`src/rtl/io_handshake_sequencer_if.sv`:
```
// Board/core signal bundle for io_handshake_sequencer; the master modport is the
// core plus board side, the slave modport is the sequencer itself.
interface io_handshake_sequencer_if #(
    parameter int SWITCH_WIDTH = 16
);
    logic                    is_input;
    logic                    is_output;
    logic [31:0]             out_data;
    logic [SWITCH_WIDTH-1:0] switches;
    logic                    confirm_btn;
    logic                    core_enable;
    logic [31:0]             in_data;
    logic                    in_valid;
    logic [31:0]             display_data;
    logic                    display_valid;
    logic                    busy;
    // Observation points: FSM state encoding and the debounced button level.
    logic [2:0]              state_dbg;
    logic                    btn_db_dbg;

    // Handshake: core_enable is a stall qualifier, not valid/ready. The core
    // commits only in a cycle where core_enable=1; in_valid is a single-cycle
    // strobe that qualifies in_data and only ever coincides with core_enable=1.
    modport master (
        output is_input, is_output, out_data, switches, confirm_btn,
        input  core_enable, in_data, in_valid, display_data, display_valid, busy,
        input  state_dbg, btn_db_dbg
    );

    modport slave (
        input  is_input, is_output, out_data, switches, confirm_btn,
        output core_enable, in_data, in_valid, display_data, display_valid, busy,
        output state_dbg, btn_db_dbg
    );
endinterface

```
`src/rtl/io_handshake_sequencer.sv`:
```
// Stalls the core on OUTSS/INSW until the operator completes a press/release on
// the confirm button. Define IO_DEBOUNCE_EN to add the button debouncer.
module io_handshake_sequencer #(
    parameter int DEBOUNCE_CYCLES = 16,
    parameter int SWITCH_WIDTH    = 16
) (
    input logic                    clock,
    input logic                    reset,
    io_handshake_sequencer_if.slave io
);

    typedef enum logic [2:0] {
        IDLE         = 3'd0,
        ARM          = 3'd1,
        WAIT_PRESS   = 3'd2,
        WAIT_RELEASE = 3'd3,
        DONE         = 3'd4
    } state_t;

    state_t      state, next_state;
    logic [1:0]  sync_q;
    logic        btn_sync;
    logic        btn_db;
    logic        op_is_output;
    logic        start;
    logic        capture;
    logic        core_enable;
    logic        in_valid;
    logic [31:0] in_data_q;
    logic [31:0] display_data_q;
    logic        display_valid_q;

    // The button is asynchronous to clock; two flops before anything looks at it.
    always_ff @(posedge clock) begin
        if (reset) begin
            sync_q <= 2'b00;
        end else begin
            sync_q <= {sync_q[0], io.confirm_btn};
        end
    end
    assign btn_sync = sync_q[1];

`ifdef IO_DEBOUNCE_EN
    localparam int CNT_W = $clog2(DEBOUNCE_CYCLES + 1);

    logic [CNT_W-1:0] db_count;
    logic             db_level;

    // Level flips on the DEBOUNCE_CYCLES-th consecutive disagreeing sample.
    always_ff @(posedge clock) begin
        if (reset) begin
            db_count <= '0;
            db_level <= 1'b0;
        end else if (btn_sync != db_level) begin
            if (db_count == CNT_W'(DEBOUNCE_CYCLES - 1)) begin
                db_count <= '0;
                db_level <= btn_sync;
            end else begin
                db_count <= db_count + CNT_W'(1);
            end
        end else begin
            db_count <= '0;
        end
    end
    assign btn_db = db_level;
`else
    logic unused_debounce_cfg;
    assign unused_debounce_cfg = ^DEBOUNCE_CYCLES;
    assign btn_db = btn_sync;
`endif

    always_ff @(posedge clock) begin
        if (reset) begin
            state <= IDLE;
        end else begin
            state <= next_state;
        end
    end

    always_comb begin
        next_state  = state;
        core_enable = 1'b0;
        in_valid    = 1'b0;
        start       = 1'b0;
        capture     = 1'b0;
        case (state)
            IDLE: begin
                // Combinational so the I/O instruction is held off in its first cycle.
                core_enable = !(io.is_input | io.is_output);
                if (io.is_input | io.is_output) begin
                    start      = 1'b1;
                    next_state = btn_db ? ARM : WAIT_PRESS;
                end
            end
            ARM: begin
                if (!btn_db) next_state = WAIT_PRESS;
            end
            WAIT_PRESS: begin
                if (btn_db) begin
                    capture    = 1'b1;
                    next_state = WAIT_RELEASE;
                end
            end
            WAIT_RELEASE: begin
                if (!btn_db) next_state = DONE;
            end
            DONE: begin
                core_enable = 1'b1;
                in_valid    = !op_is_output;
                next_state  = IDLE;
            end
            default: next_state = IDLE;
        endcase
    end

    // Output wins when both decode flags are set.
    always_ff @(posedge clock) begin
        if (reset) begin
            op_is_output    <= 1'b0;
            in_data_q       <= 32'd0;
            display_data_q  <= 32'd0;
            display_valid_q <= 1'b0;
        end else begin
            if (start) op_is_output <= io.is_output;
            if (capture) begin
                if (op_is_output) begin
                    display_data_q  <= io.out_data;
                    display_valid_q <= 1'b1;
                end else begin
                    in_data_q <= 32'(io.switches);
                end
            end
        end
    end

    assign io.core_enable   = core_enable;
    assign io.in_valid      = in_valid;
    assign io.in_data       = in_data_q;
    assign io.display_data  = display_data_q;
    assign io.display_valid = display_valid_q;
    assign io.busy          = (state != IDLE);
    assign io.state_dbg     = state;
    assign io.btn_db_dbg    = btn_db;

endmodule

```
`src/flat_wrapper.sv`:
```
// flat-port wrapper written by rule: the top's interface ports become plain ports
module io_handshake_sequencer_flat 
#(
    parameter int DEBOUNCE_CYCLES = 16,
    parameter int SWITCH_WIDTH    = 16
)
  (clock, reset, io_is_input, io_is_output, io_out_data, io_switches, io_confirm_btn, io_core_enable, io_in_data, io_in_valid, io_display_data, io_display_valid, io_busy, io_state_dbg, io_btn_db_dbg);
  io_handshake_sequencer_if #(.SWITCH_WIDTH(SWITCH_WIDTH)) io_i ();
  input logic clock;
  input logic reset;
  input wire logic [$bits(io_i.is_input)-1:0] io_is_input;
  input wire logic [$bits(io_i.is_output)-1:0] io_is_output;
  input wire logic [$bits(io_i.out_data)-1:0] io_out_data;
  input wire logic [$bits(io_i.switches)-1:0] io_switches;
  input wire logic [$bits(io_i.confirm_btn)-1:0] io_confirm_btn;
  output wire logic [$bits(io_i.core_enable)-1:0] io_core_enable;
  output wire logic [$bits(io_i.in_data)-1:0] io_in_data;
  output wire logic [$bits(io_i.in_valid)-1:0] io_in_valid;
  output wire logic [$bits(io_i.display_data)-1:0] io_display_data;
  output wire logic [$bits(io_i.display_valid)-1:0] io_display_valid;
  output wire logic [$bits(io_i.busy)-1:0] io_busy;
  output wire logic [$bits(io_i.state_dbg)-1:0] io_state_dbg;
  output wire logic [$bits(io_i.btn_db_dbg)-1:0] io_btn_db_dbg;
  assign io_i.is_input = io_is_input;
  assign io_i.is_output = io_is_output;
  assign io_i.out_data = io_out_data;
  assign io_i.switches = io_switches;
  assign io_i.confirm_btn = io_confirm_btn;
  assign io_core_enable = io_i.core_enable;
  assign io_in_data = io_i.in_data;
  assign io_in_valid = io_i.in_valid;
  assign io_display_data = io_i.display_data;
  assign io_display_valid = io_i.display_valid;
  assign io_busy = io_i.busy;
  assign io_state_dbg = io_i.state_dbg;
  assign io_btn_db_dbg = io_i.btn_db_dbg;
  io_handshake_sequencer #(.DEBOUNCE_CYCLES(DEBOUNCE_CYCLES), .SWITCH_WIDTH(SWITCH_WIDTH)) u_core (.clock(clock), .reset(reset), .io(io_i));
endmodule
```
`config.mk`:
```
export PLATFORM = sky130hd
export DESIGN_NAME = io_handshake_sequencer_flat
export DESIGN_NICKNAME = d
export VERILOG_FILES = /design/src/rtl/io_handshake_sequencer_if.sv /design/src/rtl/io_handshake_sequencer.sv /design/src/flat_wrapper.sv
export SDC_FILE = /design/constraint.sdc
export NUM_CORES = 1
export LEC_CHECK = 0
export CORE_UTILIZATION = 37
export CTS_CLUSTER_DIAMETER = 80
export DETAILED_ROUTE_END_ITERATION = 12
export HOLD_SLACK_MARGIN = 0.08
export PLACE_DENSITY_LB_ADDON = 0.1
export SKIP_LAST_GASP = 1
export SYNTH_ARGS = -nofsm -noshare
export SYNTH_HDL_FRONTEND = slang
export SYNTH_SLANG_ARGS = --single-unit
```
`constraint.sdc`:
```
create_clock -name clock -period 1.3 [get_ports clock]
set_input_delay 0.13 -clock clock [delete_from_list [all_inputs] [get_ports clock]]
set_output_delay 0.13 -clock clock [all_outputs]
set_load 0.01 [all_outputs]
```
==> reports/metrics.yaml, run 1 <==
worst_setup_path:
  crit_required_ns: 1.17
  slowest_delay_ns: 0.40
  crit_type: "flip-flop to primary output"
  end_kind: "primary output"
  path_cells: "or3_4 -> buf_6"
  start_kind: "flip-flop"
  crit_arrival_ns: 1.22
  crit_fanout: 6
  cp_slowest_cell: "or3_4"
clock_network:
  path_clk_slew_ns: 0.09
  hold_buffers: 0
  htree_levels: 2
  cts_buffer_depth: 2
  cts_tree: "built"
  cts_sinks: 55
  cts_buffers: 5
  clock_latency_ns: 0.31
  cts_root_buffer: "clkbuf_8"
status:
  status: "finished, violations left"
  violations: "negative setup slack"
yosys:
  synth.distinct_cells: 22
  async_reset_ff_frac: 0
  postSynthAreaPerCell_um2: 9.98
  synth_ff_type: "dfxtp_1"
  ys_seq_area_frac: 0.429
  ys_warn_count: 0
  synth_top_area_share: 0.429
  synth_edf_count: 0
  synth.largest_area_cell: "dfxtp_1"
  synthCells: 257
  synth_area_um2: 2560
  synth_area_leaders: "dfxtp_1 43%, nand2b_1 23%, mux2i_1 19%"
  ys_seq_elements: 55
timing:
  fmax_ghz: 0.743
  finClkSkew_ns: 0.00626
  hold_viol: 0
  finalMaxSlewViolations: 0
  final.setup.worst_slack_ns: -0.0459
  min_period_ns: 1.35
  setup_tns_ns: -0.339
  rsz0062_at_grt: "yes"
  setup_viol: 28
  fin_crit_sh: 1.04
run:
  maxCapViolCount: 0
cells_and_area:
  multi_input_area_um2: 1320
  area_delta_synth_final_pct: 51.3
  fillCellCount: 603
  drive_gt1_frac: 0.109
  num_antenna_cells: 0
  num-nets-final: 428
  seq_area_um2: 1120
  postLayoutCellArea_um2: 3880
grt:
  grt_pass1_wl_mm: 9.00
  gr-usage-met1: 0.189
  antenna_found_initial: 0
  grt_max_degree: 103
  grt_use_met2: 0.262
  grt_overflow: 0
  grt_use_total: 0.156
  grt.busiest_layer: "met2"
  grt_use_met3: 0.0496
  first_global_vias: 1900
place:
  hpwl_mm: 3.82
  place_area_um2: 3780
  io_buffers: 108
  globalplace.congestion: 0.712
min_path:
  hold_path.class: "input pin to flip-flop"
floorplanning:
  dieArea_um2: 7270
  die_w_um: 85.2
  fp-row-count: 29
  design.core.area_um2: 6530
  initial_core_util: 0.393
  ios: 125
  die_height_um: 85.2
route:
  wl_per_cell_um: 12.7
  post_drt_via_cell_ratio: 4.42
  wirelength_mm: 5.75
  drc: 0
  first_iter_violations: 70
  ant_nets: 0
  drt_first_pass_iters: 4
  dr_total_vias: 2000
power_and_ir_drop:
  ir_drop_uv: 455
  p_leak_nw: 1.68
  powerDensity_nw_per_um2: 799
[area by class of cell]
cell class | instances | share of cell area
multi-input combinational | 182 | 0.340
timing repair buffer | 130 | 0.325
sequential | 55 | 0.288
tap | 77 | 0.0248
clock buffer | 7 | 0.0197
clock inverter | 1 | 0.00129
inverter | 1 | 0.000968
[flip-flops by register name, indices dropped and copies added, names as in the netlist]
name                     cells
u_core.io.state_dbg          3
u_core.io.display_data      32
u_core.op_is_output          1
u_core.io.in_data           16
u_core.io.display_valid      1
u_core.sync_q                2
[where the power goes]
| group | internal [W] | switching (W) |
|---|---|---|
| sequential | 0.00170 | 0.0000186 |
| clock | 0.000381 | 0.000553 |
| combinational | 0.000287 | 0.000157 |
| total | 0.00237 | 0.000728 |
[repair_timing]
item                       in CTS  in global routing
pin swaps                       0                  1
setup endpoints to repair      81                 51
setup buffers                   0                  2
gates cloned                    0                  2
gates resized for setup        67                 10
[final timing paths]
kind / cells after the start / slack, ns / start / end
setup / recovery: 2 / -0.05 / u_core.io.state_dbg[2] / io_busy
hold / removal: 3 / 0.30 / reset / u_core.sync_q[1]
setup reg to reg: 5 / -0.03 / u_core.io.state_dbg[2] / u_core.io.in_data[4]
hold reg to reg: 1 / 0.44 / u_core.sync_q[0] / u_core.sync_q[1]
[cells in the final DEF (no fill, tap or decap), drive strengths merged]
cell	Yosys	final
nand2b	96	96
o211a	1	1
dlygate4sd2	0	53
conb	1	16
or3	1	1
nor2	4	4
clkinv	0	1
dfxtp	55	55
o21ba	1	1
clkdlybuf4s50	0	51
nor4	1	1
nand2	2	2
o21ai	1	1
o21a	1	1
mux2i	48	48
a21oi	2	2
buf	22	24
nor2b	2	2
nand3b	2	2
clkbuf	12	9
nor3	2	2
inv	1	1
nor4b	2	2
[cell usage after synthesis (2+ instances only)]
cell type	count
nand2_1	2
clkbuf_1	12
nand3b_1	2
nor2b_1	2
nand2b_1	96
buf_4	16
mux2i_1	48
buf_6	5
nor4b_1	2
a21oi_1	2
dfxtp_1	55
nor3_1	2
nor2_1	4
[metal layers]
layer	share of wire	vias to the layer above
met1	0.44	887
met4	0.011	0
li1	-	1028
met3	0.077	7
met2	0.47	78
met5	0	-
[critical path, delay by kind of cell, from the launching register on]
family | cells | cell delay (ns)
buffers and inverters | 1 | 0.13
flip-flops | 1 | 0.38
AND/OR/NAND/NOR | 1 | 0.40
[cells by family (layout without fill, tap and decap cells)]
| group | Yosys count | after routing | share of synthesized area |
|---|---|---|---|
| compound gates | 6 | 6 | 0.0166 |
| mux | 48 | 48 | 0.187 |
| flops | 55 | 55 | 0.429 |
| simple gates | 112 | 112 | 0.275 |
| other cells | 1 | 16 | 0.00146 |
| buf+inv | 35 | 139 | 0.0898 |
[through the flow]
| step | util | setup slack [ns] | cells | total power (W) | hold slack, ns |
|---|---|---|---|---|---|
| after floorplan | - | -0.127 | 272 | 0.00199 | 0.258 |
| after global placement | 0.579 | -0.153 | 442 | 0.00221 | 0.418 |
| after detailed placement | 0.579 | -0.168 | 442 | 0.00221 | 0.421 |
| after CTS | 0.581 | -0.102 | 450 | 0.00314 | 0.301 |
| after global routing | 0.594 | -0.102 | 453 | 0.00325 | 0.325 |
| final | 0.594 | -0.0459 | 453 | 0.00310 | 0.298 |
No activity file was read; power rests on OpenSTA's default activity.
==> run 2, diff against run 1 <==
--- a/config.mk
+++ b/config.mk
@@ -11,6 +11,7 @@
 export HOLD_SLACK_MARGIN = 0.08
 export PLACE_DENSITY_LB_ADDON = 0.1
 export SKIP_LAST_GASP = 1
+export SLEW_MARGIN = 30
 export SYNTH_ARGS = -nofsm -noshare
 export SYNTH_HDL_FRONTEND = slang
 export SYNTH_SLANG_ARGS = --single-unit
==> results of run 2 <==
Same layout as run 1: the final DEF is identical, and so are final timing and power.
